## config.mk

```make
export PLATFORM = sky130hd
export DESIGN_NAME = uart_rx_byte_buffer_flat
export DESIGN_NICKNAME = d
export VERILOG_FILES = /design/src/rtl/uart_rx_byte_buffer_if.sv /design/src/rtl/uart_rx_byte_buffer.sv /design/src/flat_wrapper.sv
export SDC_FILE = /design/constraint.sdc
export NUM_CORES = 1
export LEC_CHECK = 0
export ABC_AREA = 0
export CAP_MARGIN = 20
export CORE_UTILIZATION = 35
export CTS_CLUSTER_SIZE = 28
export DETAILED_ROUTE_END_ITERATION = 12
export GPL_TIMING_DRIVEN = 0
export PLACE_DENSITY = 0.49
export RECOVER_POWER = 25
export SLEW_MARGIN = 20
export SYNTH_ARGS = -nofsm -noshare
export SYNTH_HDL_FRONTEND = slang
export SYNTH_SLANG_ARGS = --single-unit
```

## constraint.sdc

```tcl
create_clock -name CLK -period 6.1 [get_ports CLK]
set_clock_uncertainty 0.05 [all_clocks]
set_input_delay 1.83 -clock CLK [delete_from_list [all_inputs] [get_ports CLK]]
set_output_delay 1.83 -clock CLK [all_outputs]
set_load 0.05 [all_outputs]
```

## src/rtl/uart_rx_byte_buffer_if.sv

```systemverilog
// Consumer/producer handshake bundle for uart_rx_byte_buffer.
// master = receiver + consumer side driving frames and pops; slave = the buffer.
interface uart_rx_byte_buffer_if #(
    parameter int DATA_WIDTH = 8,
    parameter int ADDR_WIDTH = 3
);
    logic                  Data_Valid;
    logic [DATA_WIDTH-1:0] P_DATA;
    logic                  par_err;
    logic                  stp_err;
    logic                  RD_EN;
    logic                  CLR_OVF;
    logic [DATA_WIDTH-1:0] RD_DATA;
    logic                  RD_ERR;
    logic                  EMPTY;
    logic                  FULL;
    logic [ADDR_WIDTH:0]   COUNT;
    logic                  OVERFLOW;

    modport master (
        output Data_Valid, P_DATA, par_err, stp_err, RD_EN, CLR_OVF,
        input  RD_DATA, RD_ERR, EMPTY, FULL, COUNT, OVERFLOW
    );

    modport slave (
        input  Data_Valid, P_DATA, par_err, stp_err, RD_EN, CLR_OVF,
        output RD_DATA, RD_ERR, EMPTY, FULL, COUNT, OVERFLOW
    );
endinterface

```

## src/rtl/uart_rx_byte_buffer.sv

```systemverilog
// First-word-fall-through byte FIFO behind the UART receiver, with sticky overflow.
// Optional `UART_RX_BUF_ERR_DROP_EN: discard errored frames and force RD_ERR to 0.
module uart_rx_byte_buffer #(
    parameter int DATA_WIDTH = 8,
    parameter int ADDR_WIDTH = 3
) (
    input  logic                        CLK,
    input  logic                        RST,
    uart_rx_byte_buffer_if.slave        bus
);
    localparam int unsigned DEPTH = 2 ** ADDR_WIDTH;

    logic [DATA_WIDTH:0]   r_mem [DEPTH];
    logic [ADDR_WIDTH-1:0] r_wr_ptr;
    logic [ADDR_WIDTH-1:0] r_rd_ptr;
    logic [ADDR_WIDTH:0]   r_count;
    logic                  r_ovf;

    logic w_empty;
    logic w_full;
    logic w_err;
    logic w_tag;
    logic w_frame;
    logic w_pop;
    logic w_wr;
    logic w_drop;

    assign w_empty = (r_count == '0);
    assign w_full  = (r_count == (ADDR_WIDTH+1)'(DEPTH));
    assign w_err   = bus.par_err | bus.stp_err;

`ifdef UART_RX_BUF_ERR_DROP_EN
    // Errored frames never reach storage, so the stored tag is always 0.
    assign w_frame = bus.Data_Valid & ~w_err;
    assign w_tag   = 1'b0;
`else
    assign w_frame = bus.Data_Valid;
    assign w_tag   = w_err;
`endif

    assign w_pop  = bus.RD_EN & ~w_empty;
    // When full, a same-cycle pop frees the slot the write pointer aims at.
    assign w_wr   = w_frame & (~w_full | w_pop);
    assign w_drop = w_frame & w_full & ~w_pop;

    always_ff @(posedge CLK or posedge RST) begin
        if (RST) begin
            for (int unsigned i = 0; i < DEPTH; i++) begin
                r_mem[i] <= '0;
            end
            r_wr_ptr <= '0;
            r_rd_ptr <= '0;
            r_count  <= '0;
            r_ovf    <= 1'b0;
        end else begin
            if (w_wr) begin
                r_mem[r_wr_ptr] <= {w_tag, bus.P_DATA};
                r_wr_ptr        <= r_wr_ptr + 1'b1;
            end
            if (w_pop) begin
                r_rd_ptr <= r_rd_ptr + 1'b1;
            end
            case ({w_wr, w_pop})
                2'b10:   r_count <= r_count + 1'b1;
                2'b01:   r_count <= r_count - 1'b1;
                default: r_count <= r_count;
            endcase
            if (w_drop) begin
                r_ovf <= 1'b1;
            end else if (bus.CLR_OVF) begin
                r_ovf <= 1'b0;
            end
        end
    end

    assign bus.RD_DATA  = r_mem[r_rd_ptr][DATA_WIDTH-1:0];
    assign bus.RD_ERR   = r_mem[r_rd_ptr][DATA_WIDTH];
    assign bus.EMPTY    = w_empty;
    assign bus.FULL     = w_full;
    assign bus.COUNT    = r_count;
    assign bus.OVERFLOW = r_ovf;
endmodule
```

## src/flat_wrapper.sv

```systemverilog
// flat-port wrapper written by rule: the top's interface ports become plain ports
module uart_rx_byte_buffer_flat 
#(
    parameter int DATA_WIDTH = 8,
    parameter int ADDR_WIDTH = 3
)
  (CLK, RST, bus_Data_Valid, bus_P_DATA, bus_par_err, bus_stp_err, bus_RD_EN, bus_CLR_OVF, bus_RD_DATA, bus_RD_ERR, bus_EMPTY, bus_FULL, bus_COUNT, bus_OVERFLOW);
  uart_rx_byte_buffer_if #(.DATA_WIDTH(DATA_WIDTH), .ADDR_WIDTH(ADDR_WIDTH)) bus_i ();
  input  logic CLK;
  input  logic RST;
  input wire logic [$bits(bus_i.Data_Valid)-1:0] bus_Data_Valid;
  input wire logic [$bits(bus_i.P_DATA)-1:0] bus_P_DATA;
  input wire logic [$bits(bus_i.par_err)-1:0] bus_par_err;
  input wire logic [$bits(bus_i.stp_err)-1:0] bus_stp_err;
  input wire logic [$bits(bus_i.RD_EN)-1:0] bus_RD_EN;
  input wire logic [$bits(bus_i.CLR_OVF)-1:0] bus_CLR_OVF;
  output wire logic [$bits(bus_i.RD_DATA)-1:0] bus_RD_DATA;
  output wire logic [$bits(bus_i.RD_ERR)-1:0] bus_RD_ERR;
  output wire logic [$bits(bus_i.EMPTY)-1:0] bus_EMPTY;
  output wire logic [$bits(bus_i.FULL)-1:0] bus_FULL;
  output wire logic [$bits(bus_i.COUNT)-1:0] bus_COUNT;
  output wire logic [$bits(bus_i.OVERFLOW)-1:0] bus_OVERFLOW;
  assign bus_i.Data_Valid = bus_Data_Valid;
  assign bus_i.P_DATA = bus_P_DATA;
  assign bus_i.par_err = bus_par_err;
  assign bus_i.stp_err = bus_stp_err;
  assign bus_i.RD_EN = bus_RD_EN;
  assign bus_i.CLR_OVF = bus_CLR_OVF;
  assign bus_RD_DATA = bus_i.RD_DATA;
  assign bus_RD_ERR = bus_i.RD_ERR;
  assign bus_EMPTY = bus_i.EMPTY;
  assign bus_FULL = bus_i.FULL;
  assign bus_COUNT = bus_i.COUNT;
  assign bus_OVERFLOW = bus_i.OVERFLOW;
  uart_rx_byte_buffer #(.DATA_WIDTH(DATA_WIDTH), .ADDR_WIDTH(ADDR_WIDTH)) u_core (.CLK(CLK), .RST(RST), .bus(bus_i));
endmodule
```

==> impl_metrics.tcl <==
set metrics [dict create \
    grt_pass1_wl_um 13300 \
    ant_nets 0 \
    yosys.cell_count.top_type "dfrtp_1" \
    synth_ff_type "dfrtp_1" \
    overflow 0 \
    r2r_end "u_core.bus.COUNT[3]" \
    r2r_slack_ns 2.94 \
    worstHoldStart "u_core.r_mem[3]" \
    numPortBuffers 30 \
    cp-end-kind "output port" \
    worstPathRequired_ns 4.22 \
    htreeDepth 3 \
    post_cts.repair.setup_buffers 0 \
    cts-resized-gates 0 \
    wl_per_cell_um 18.7 \
    period_share_pct 85.1 \
    p_switching_w 0.00112 \
    synthTopCellsByArea "dfrtp_1 52%, mux2_2 23%, mux4_2 10%" \
    dp_hpwl_um 5210 \
    drc_errors 0 \
    vias_per_cell 5.21 \
    syn_area_mm2 0.00402 \
    postSynthAreaPerCell_um2 15.7 \
    setup_viol 0 \
    grt_start_max_net_pins 51 \
    clkPwrFrac_pct 19.2 \
    yosysTopAreaCell "dfrtp_1" \
    max_freq_ghz 0.193 \
    ys_warn_count 0 \
    cts-hold-fix-buffers 0 \
    crit_type "flop to output port" \
    relSlewSlack_pct -11.1 \
    irDropWorstVdd_mv 0.319 \
    std_cell_rows 38 \
    layout.nets 318 \
    seqPwrFrac_pct 31.8 \
    die_h_um 109 \
    drv_slew 34 \
    hold_viol 0 \
    yosysUniqueCellTypes 40 \
    worst_pin_slew_ns 1.66 \
    via_count 2309 \
    dr_wl_met2_um 4070 \
    maxCapViolCount 1 \
    rr_worst_depth 8 \
    synth_edf_count 0 \
    syn_nets 276 \
    ys_ff_latch 83 \
    holdPathEnd "u_core.r_mem[3]" \
    status "complete, but fails checks" \
    power_w 0.00302 \
    cts_tree "done" \
    numCtsBuffers 9 \
    yosys.area.top_type_share_pct 51.6 \
    cts.sinks 83 \
    clk_latency_ns 0.34 \
    antenna_cells 0 \
    crit_fanout 10 \
    startpoint_type "flop" \
    start_util_pct 36.5 \
    clockRootBuffer "clkbuf_16" \
    fin_setup_tns_ns 0 \
    seq_area_frac_synth_pct 51.6 \
    drt_iter0_drc 73 \
    grt_antenna_before_repair 0 \
    synth_common_cells "83 x dfrtp_1, 81 x mux2_2, 18 x mux4_2" \
    grt_pass1_vias 2437 \
    highest_layer "met4" \
    hold_depth 1 \
    worstPathArrival_ns 3.31 \
    gp_congestion 0.712 \
    wl_met3_um 286 \
    drt_pass1_iterations 4 \
    syn_inst 256 \
    syn_to_final_growth_pct 20.4 \
    r2r_start "u_core.bus.COUNT[0]" \
    drive_gt1_share_pct 44.6 \
    fillers 1024 \
    cts_buffer_depth 2 \
    powerDensity_mw_per_mm2 624 \
    rsz0062_at_grt "false" \
    routed_wl_um 8290 \
    async_flop_share_pct 100 \
    track_usage_pct 15.6 \
    power.internal_w 0.00191 \
    failed_checks "max-capacitance violations, max-slew violations" \
    m1WireLength_um 3840 \
    p_leak_nw 1.97 \
    die_area_mm2 0.0119 \
    path_clk_slew_ns 0.06 \
    hold_class "flop to flop" \
    die_x_um 109 \
    combPwrFrac_pct 49.0 \
    core_area_mm2 0.0110 \
    netSwitchingFraction_pct 36.9 \
    final.min_clock_period_ns 5.19 \
    io_pins 31 \
]
[critical path, stage by stage, from the launching register on]
cell,delay [ns]
dfrtp_1,0.35
clkbuf_1,0.61
clkbuf_1,0.61
mux4_2,0.43
mux2_2,0.29
clkdlybuf4s50_1,0.70
[power groups by stage]
stage	sequential, W	combinational, W	clock [W]
floorplan	0.000979	0.00110	0
global route	0.000997	0.00159	0.000619
finish	0.000963	0.00148	0.000580
global placement	0.000968	0.00149	0
detailed placement	0.000971	0.00150	0
CTS	0.000963	0.00151	0.000592
[cell families (layout without fill, tap and decap cells)]
logic type / after synthesis / in the layout / synth area share [%]
xor gates and xnor gates: 7 / 7 / 1.52
and+or+nand+nor: 17 / 17 / 2.83
buffers and inverters: 24 / 71 / 2.99
adders and majority gates: 5 / 5 / 1.56
AOI/OAI and AO/OA: 18 / 18 / 5.91
DFF: 83 / 83 / 51.6
muxes: 102 / 102 / 33.6
[how the worst max path moves through the flow]
stage                                   start          endpoint  slack, ns
after floorplan           u_core.bus.COUNT[1]         bus_EMPTY       1.91
after global placement                    RST  u_core.r_mem[63]       0.55
after detailed placement   u_core.r_rd_ptr[1]    bus_RD_DATA[6]       1.22
after CTS                  u_core.r_rd_ptr[1]    bus_RD_DATA[6]       0.85
after global routing       u_core.r_rd_ptr[1]    bus_RD_DATA[5]       0.76
final                      u_core.r_rd_ptr[1]    bus_RD_DATA[6]       0.91
[state kept, by name (all words and copies together), names as in the netlist]
name and count:
u_core.bus.COUNT 4, u_core.bus.OVERFLOW 1, u_core.r_mem 72, u_core.r_rd_ptr 3
u_core.r_wr_ptr 3
[metrics by stage]
step                util (%)  setup slack (ns)  instances  cell area [um2]  hold slack (ns)
finish                  43.9             0.906        443             4840            0.442
global route            43.9             0.761        443             4840            0.459
CTS                     43.9             0.847        443             4850            0.452
detailed placement      41.1              1.22        427             4530            0.434
global placement        40.8             0.547        426             4500            0.419
floorplan                  -              1.91        256             4020            0.409
[layer usage]
layer | track usage [%] | up-vias
met3 | 4.24 | 13
met5 | 0 | -
li1 | - | 1046
met4 | 4.29 | 0
met2 | 25.8 | 37
met1 | 20.0 | 1213
[cell type report]
| type | instances | area (um2) | area share [%] |
|---|---|---|---|
| clock buffers | 10 | 229 | 4.73 |
| inverters | 9 | 35.0 | 0.723 |
| flip-flops and latches | 83 | 2080 | 42.9 |
| multi-input cells | 149 | 1830 | 37.7 |
| plain buffers | 15 | 86.3 | 1.78 |
| well taps | 140 | 175 | 3.62 |
| repair buffers | 31 | 328 | 6.77 |
| clock inverters | 6 | 88.8 | 1.83 |
[cells in the final DEF (no fill, tap or decap), types with 2 or more instances in the layout]
cell	netlist	routed
dfrtp_1	83	83
mux2_2	81	81
clkdlybuf4s50_1	0	29
mux4_2	18	18
clkbuf_16	0	9
clkbuf_1	7	8
inv_1	9	8
xnor2_1	6	6
buf_2	5	5
ha_1	5	5
nand2_1	4	4
nor2b_1	2	2
o2111ai_4	2	2
o211ai_4	2	2
mux2_1	2	2
o41ai_1	2	2
o21ai_4	2	2
o2111ai_2	2	2
bufinv_16	0	2
clkinvlp_4	0	2
No activity file was read; power rests on OpenSTA's default activity.
